**config.mk**
```make
export PLATFORM = sky130hd
export DESIGN_NAME = c_frag_cfg_loader
export DESIGN_NICKNAME = d
export VERILOG_FILES = /design/src/rtl/c_frag_cfg_pkg.sv /design/src/rtl/c_frag_cfg_shifter.sv /design/src/rtl/c_frag_cfg_loader.sv
export SDC_FILE = /design/constraint.sdc
export NUM_CORES = 1
export LEC_CHECK = 0
export ABC_AREA = 1
export CORE_MARGIN = 1
export CORE_UTILIZATION = 45
export CTS_CLUSTER_SIZE = 10
export DETAILED_ROUTE_END_ITERATION = 16
export HOLD_SLACK_MARGIN = 0.06
export PLACE_DENSITY = 0.69
export SLEW_MARGIN = 15
export SYNTH_ARGS = -nofsm -noshare
export SYNTH_HDL_FRONTEND = slang
export SYNTH_SLANG_ARGS = --single-unit
export TNS_END_PERCENT = 100
```
**constraint.sdc**
```tcl
create_clock -name QCK -period 3.1 [get_ports QCK]
set_input_delay 0.31 -clock QCK [delete_from_list [all_inputs] [get_ports QCK]]
set_output_delay 0.31 -clock QCK [all_outputs]
set_load 0.01 [all_outputs]
```
**src/rtl/c_frag_cfg_pkg.sv**
```systemverilog
// Shared types and constants for the C_FRAG column configuration loader.
package c_frag_cfg_pkg;

  localparam int unsigned CFG_W = 8;

  // Bit positions of the input-inverter controls inside a config word
  localparam int unsigned INV_TAS1 = 0;
  localparam int unsigned INV_TAS2 = 1;
  localparam int unsigned INV_TBS1 = 2;
  localparam int unsigned INV_TBS2 = 3;
  localparam int unsigned INV_BAS1 = 4;
  localparam int unsigned INV_BAS2 = 5;
  localparam int unsigned INV_BBS1 = 6;
  localparam int unsigned INV_BBS2 = 7;

  typedef enum logic [2:0] {
    StIdle,
    StLoad,
    StShift,
    StLatch,
    StVerify,
    StFin
  } state_e;

endpackage

```
**src/rtl/c_frag_cfg_shifter.sv**
```systemverilog
// Parallel-in/serial-out word shifter. Holds the bits of the current word that
// have not yet been presented and flags the final shift cycle of a word.
module c_frag_cfg_shifter
  import c_frag_cfg_pkg::*;
(
  input  logic             clk_i,
  input  logic             rst_i,
  input  logic             load_i,
  input  logic             shift_i,
  input  logic [CFG_W-1:0] data_i,
  output logic             next_bit_o,
  output logic             last
);

  localparam int unsigned BitW = $clog2(CFG_W);

  logic [CFG_W-2:0] sr_q;
  logic [BitW-1:0]  cnt_q;

  // Bit 0 leaves through the registered SDO at load time; keep the rest here
  always_ff @(posedge clk_i) begin
    if (rst_i) begin
      sr_q  <= '0;
      cnt_q <= '0;
    end else if (load_i) begin
      sr_q  <= data_i[CFG_W-1:1];
      cnt_q <= '0;
    end else if (shift_i) begin
      sr_q  <= sr_q >> 1;
      cnt_q <= cnt_q + 1'b1;
    end
  end

  // Bit the serial output must carry in the following cycle
  assign next_bit_o = load_i ? data_i[0] : sr_q[0];
  assign last       = shift_i && (cnt_q == BitW'(CFG_W - 1));

endmodule

```
**src/rtl/c_frag_cfg_loader.sv**
```systemverilog
// Serial configuration loader for a column of C_FRAG cells: accepts one
// inverter word per cell, shifts the words into the chain, then strobes LATCH.
// Define C_FRAG_CFG_VERIFY_EN to add shadow storage, a readback VERIFY pass
// and the sticky ERR flag; otherwise ERR is tied low.
module c_frag_cfg_loader
  import c_frag_cfg_pkg::*;
#(
  parameter int unsigned NUM_CELLS = 4,
  parameter int unsigned CNT_W     = $clog2(NUM_CELLS * 8 + 1)
) (
  input  logic             QCK,
  input  logic             QRT,
  input  logic             START,
  input  logic             CFG_VALID,
  output logic             CFG_READY,
  input  logic [CFG_W-1:0] CFG_DATA,
  output logic             SDO,
  output logic             SEN,
  input  logic             SDI,
  output logic             LATCH,
  output logic             BUSY,
  output logic             DONE,
  output logic             ERR
);

  localparam int unsigned TotalBits = NUM_CELLS * CFG_W;

  state_e           state_q, state_d;
  logic [CNT_W-1:0] word_cnt_q, word_cnt_d;
  logic             accept;
  logic             shift_bit;
  logic             word_last;
  logic             sdo_d;

  assign accept = (state_q == StLoad) && CFG_VALID && CFG_READY;

  c_frag_cfg_shifter u_shifter (
    .clk_i      (QCK),
    .rst_i      (QRT),
    .load_i     (accept),
    .shift_i    (state_q == StShift),
    .data_i     (CFG_DATA),
    .next_bit_o (shift_bit),
    .last       (word_last)
  );

`ifdef C_FRAG_CFG_VERIFY_EN
  logic [TotalBits-1:0] shadow_q;
  logic [CNT_W-1:0]     bit_cnt_q, bit_cnt_d;
  logic                 replay_bit;
  logic                 err_d;

  // Keep a copy of every accepted word in arrival order for the replay pass
  always_ff @(posedge QCK) begin
    if (QRT) begin
      shadow_q <= '0;
    end else begin
      for (int i = 0; i < int'(NUM_CELLS); i++) begin
        if (accept && (word_cnt_q == CNT_W'(i))) begin
          shadow_q[i*CFG_W +: CFG_W] <= CFG_DATA;
        end
      end
    end
  end

  // Replay index of the bit SDO presents next cycle
  always_comb begin
    bit_cnt_d  = (state_q == StVerify) ? bit_cnt_q + 1'b1 : '0;
    replay_bit = 1'b0;
    for (int i = 0; i < int'(TotalBits); i++) begin
      if (bit_cnt_d == CNT_W'(i)) replay_bit = shadow_q[i];
    end
    // SDO already carries the stored bit for this cycle, so compare against it
    err_d = ERR;
    if ((state_q == StIdle) && START) begin
      err_d = 1'b0;
    end else if ((state_q == StVerify) && (SDI != SDO)) begin
      err_d = 1'b1;
    end
  end

  // Readback index and sticky mismatch flag
  always_ff @(posedge QCK) begin
    if (QRT) begin
      bit_cnt_q <= '0;
      ERR       <= 1'b0;
    end else begin
      bit_cnt_q <= bit_cnt_d;
      ERR       <= err_d;
    end
  end
`else
  logic unused_sdi;
  assign unused_sdi = SDI;
  assign ERR        = 1'b0;
`endif

  // Sequencer next state
  always_comb begin
    state_d    = state_q;
    word_cnt_d = word_cnt_q;
    unique case (state_q)
      StIdle: begin
        if (START) begin
          state_d    = StLoad;
          word_cnt_d = '0;
        end
      end
      StLoad: begin
        if (accept) state_d = StShift;
      end
      StShift: begin
        if (word_last) begin
          word_cnt_d = word_cnt_q + 1'b1;
          state_d    = (word_cnt_d == CNT_W'(NUM_CELLS)) ? StLatch : StLoad;
        end
      end
      StLatch: begin
`ifdef C_FRAG_CFG_VERIFY_EN
        state_d = StVerify;
`else
        state_d = StFin;
`endif
      end
      StVerify: begin
`ifdef C_FRAG_CFG_VERIFY_EN
        if (bit_cnt_q == CNT_W'(TotalBits - 1)) state_d = StFin;
`else
        state_d = StIdle;
`endif
      end
      StFin:   state_d = StIdle;
      default: state_d = StIdle;
    endcase
  end

  // Serial data for the next cycle: live word while shifting, stored stream on replay
  always_comb begin
    sdo_d = 1'b0;
    if (state_d == StShift) sdo_d = shift_bit;
`ifdef C_FRAG_CFG_VERIFY_EN
    if (state_d == StVerify) sdo_d = replay_bit;
`endif
  end

  // State and registered outputs, all decoded from the next state
  always_ff @(posedge QCK) begin
    if (QRT) begin
      state_q    <= StIdle;
      word_cnt_q <= '0;
      CFG_READY  <= 1'b0;
      SDO        <= 1'b0;
      SEN        <= 1'b0;
      LATCH      <= 1'b0;
      BUSY       <= 1'b0;
      DONE       <= 1'b0;
    end else begin
      state_q    <= state_d;
      word_cnt_q <= word_cnt_d;
      CFG_READY  <= (state_d == StLoad);
      SDO        <= sdo_d;
      SEN        <= (state_d == StShift) || (state_d == StVerify);
      LATCH      <= (state_d == StLatch);
      BUSY       <= (state_d != StIdle);
      DONE       <= (state_d == StFin);
    end
  end

endmodule

```
==> flow_metrics.py <==
metrics = {
    "synthesis": {
        "synth_edf_count": 0,
        "postSynthCellCount": 152,
        "ys_warn_count": 0,
        "portion_of_the_post_synthesis_area_used_by_sequential_elements_pct": 42.3,
        "syn_area_um2": 1180,
        "synthDistinctLibCells": 25,
        "syn-mean-instance-area_um2": 7.78,
        "synth_fp_nets": 169,
        "async_flop_share_pct": 0,
        "main_flop_type_after_synthesis": "sky130_fd_sc_hd__dfxtp_1",
        "ys_ff_latch": 25,
    },
    "worst_setup_path": {
        "critPathKind": "register to primary output",
        "end_kind": "primary output",
        "worstPathRequired_ns": 2.79,
        "ff2ff_path_depth": 9,
        "critical_path.reg2reg.startpoint": "word_cnt_q[0]$_SDFFE_PP0P_",
        "crit_path_start_kind": "register",
        "crit_fanout": 3,
        "critical_path.top_delay_family": "buffers and inverters",
        "crit_arrival_ns": 1.27,
        "crit_path_cell_trace": "clkdlybuf4s50_1",
        "worst_setup_path_startpoint": "CFG_READY$_SDFF_PP0_",
        "slowest_delay_ns": 0.56,
        "critical_path_cell_count": 1,
        "cp_num_buf_inv": 1,
        "cp_slowest_cell": "sky130_fd_sc_hd__clkdlybuf4s50_1",
    },
    "cells_and_area": {
        "growth_of_design_area_from_synthesis_to_finish_pct": 18.6,
        "final_layout_size_suffix_gt1_share_pct": 18.2,
        "fill_cells": 260,
        "most-common-layout-cells": "sky130_fd_sc_hd__nand2_1, sky130_fd_sc_hd__dfxtp_1, sky130_fd_sc_hd__clkdlybuf4s50_1, sky130_fd_sc_hd__inv_1, sky130_fd_sc_hd__a21oi_1",
        "layout.cells.most_common": "sky130_fd_sc_hd__nand2_1",
        "layout.nets": 188,
        "layout.core_utilization_pct": 56.6,
        "antenna-diode-count": 0,
    },
    "routing": {
        "route.detailed.drc": 0,
        "ant_nets": 0,
        "drt-total-wl_um": 2000,
        "drt-vias-per-instance": 4.86,
        "drt_first_iter_violations": 8,
        "num_vias": 972,
        "detail_route.wl_per_cell_um": 10.0,
        "drt-pass1-iter-count": 4,
    },
    "sta": {
        "fmax_mhz": 631,
        "max_slew_margin_pct": 56.3,
        "setup_tns_ns": 0,
        "unrepaired_setup_endpoints_after_global_routing": "no",
        "min_period_ns": 1.58,
        "clock_skew_ns": 0.00809,
        "final-hold-violation-count": 0,
        "tightestPinTransition_ns": 0.653,
        "finalCritPeriodShare_pct": 51.1,
        "drv_slew": 0,
        "final_report_setup_violation_count": 0,
    },
    "cts": {
        "cts.repair_timing.setup_buffer_count": 0,
        "clock_tree.htree_level_count": 1,
        "cts_resized": 0,
        "clkTransAtPathRegs_ns": 0.13,
        "clock_path_buffers": 2,
        "cts_tree": "yes",
        "cts_hold_buffers": 0,
        "worstSkewPairLatency_ns": 0.31,
        "root_buffer": "sky130_fd_sc_hd__clkbuf_4",
        "clock-sinks": 25,
        "cts_inserted_buffers": 3,
    },
    "floorplanning": {
        "floorplan.die.width_um": 53.3,
        "initial_utilization_pct": 47.7,
        "coreArea_um2": 2480,
        "num_rows": 18,
        "fp.dieArea_um2": 2840,
        "chipHeight_um": 53.3,
        "top_level_ports": 20,
    },
    "placed_design": {
        "globalplace.congestion": 0.780,
        "detailed_place_hpwl_um": 1570,
        "port-buffer-count": 17,
    },
    "global_route": {
        "first_pass_grt_wire_length_um": 3230,
        "pin_count_of_the_biggest_net_entering_global_routing": 18,
        "first_global_vias": 836,
        "grt-ovfl-total": 0,
        "total_routing_usage_reported_by_global_routing_pct": 15.7,
        "antenna_found_initial": 0,
    },
    "power": {
        "power_density_nw_per_um2": 385,
        "cellLeakagePower_nw": 0.557,
        "total_power_uw": 539,
        "vdd_drop_max_mv": 0.268,
    },
    "outcome": {
        "status": "complete, no violations",
    },
    "run": {
        "max_cap_viol_count": 0,
    },
    "min_path": {
        "holdCritPathClass": "register to register",
        "worstHoldStart": "u_shifter.cnt_q[1]$_SDFFE_PP0P_",
        "hold_depth": 2,
    },
}
-- path summary, 6_finish.rpt --
kind / end / slack (ns)
setup / recovery: CFG_READY / 1.52
hold / removal: u_shifter.cnt_q[1]$_SDFFE_PP0P_ / 0.47
setup reg to reg: BUSY$_SDFF_PP0_ / 1.56
hold reg to reg: u_shifter.cnt_q[1]$_SDFFE_PP0P_ / 0.47
-- kinds of logic (layout without fill, tap and decap cells) --
| kind of cell | count (synthesis) | after routing | synth area share, % |
|---|---|---|---|
| and+or+nand+nor | 82 | 82 | 36.4 |
| DFF | 25 | 25 | 42.3 |
| buffers and inverters | 20 | 38 | 6.67 |
| AOI/OAI and AO/OA | 19 | 19 | 9.31 |
| adders and majority gates | 4 | 4 | 4.23 |
| other | 1 | 1 | 0.317 |
| xor gates and xnor gates | 1 | 1 | 0.741 |
-- through the flow --
stage               instances  area, µm²  hold WS, ns  worst slack (ns)
floorplan                 152       1180        0.439              1.79
global placement          196       1380        0.450              1.28
detailed placement        196       1380        0.460              1.26
CTS                       200       1400        0.479              1.50
global route              200       1400        0.504              1.41
finish                    200       1400        0.474              1.52
-- layer usage --
layer / part of all wire [%] / GRT usage (%)
met5: 0 / 0
met4: 0.95 / 6.58
met3: 3.2 / 2.59
met2: 47 / 28.1
met1: 49 / 18.0
-- area by class of cell --
class                      count  area (µm²)  area share, %
clock buffer                   3        22.5           1.61
clock inverter                 1        5.00          0.357
inverter                      17        63.8           4.55
multi-input combinational    107         603           43.0
sequential                    25         500           35.7
tap                           30        37.5           2.68
timing repair buffer          17         170           12.1
-- flip-flops by register name, summed over array words and instances, names as in the netlist --
| name | flops |
|---|---|
| u_shifter.sr_q | 7 |
| word_cnt_q | 6 |
| state_q | 3 |
| u_shifter.cnt_q | 3 |
| BUSY | 1 |
| CFG_READY | 1 |
| DONE | 1 |
| LATCH | 1 |
| SDO | 1 |
| SEN | 1 |
-- cell usage after synthesis, types with 3 or more instances --
cell type / n / area (µm²)
sky130_fd_sc_hd__a31oi_1: 6 / 37.5
sky130_fd_sc_hd__inv_1: 11 / 41.3
sky130_fd_sc_hd__dfxtp_1: 25 / 500
sky130_fd_sc_hd__nor2_1: 5 / 18.8
sky130_fd_sc_hd__nand3_2: 3 / 30.0
sky130_fd_sc_hd__inv_2: 6 / 22.5
sky130_fd_sc_hd__nor2_4: 3 / 33.8
sky130_fd_sc_hd__nand2_2: 8 / 50.1
sky130_fd_sc_hd__nand2_1: 48 / 180
sky130_fd_sc_hd__nand3_1: 6 / 30.0
sky130_fd_sc_hd__ha_1: 4 / 50.1
sky130_fd_sc_hd__a21oi_1: 10 / 50.1
-- power by group --
part	internal [mW]	switching [mW]
sequential	0.329	0.00695
clock	0.0481	0.0947
combinational	0.0292	0.0313
No activity file was read; power rests on OpenSTA's default activity.
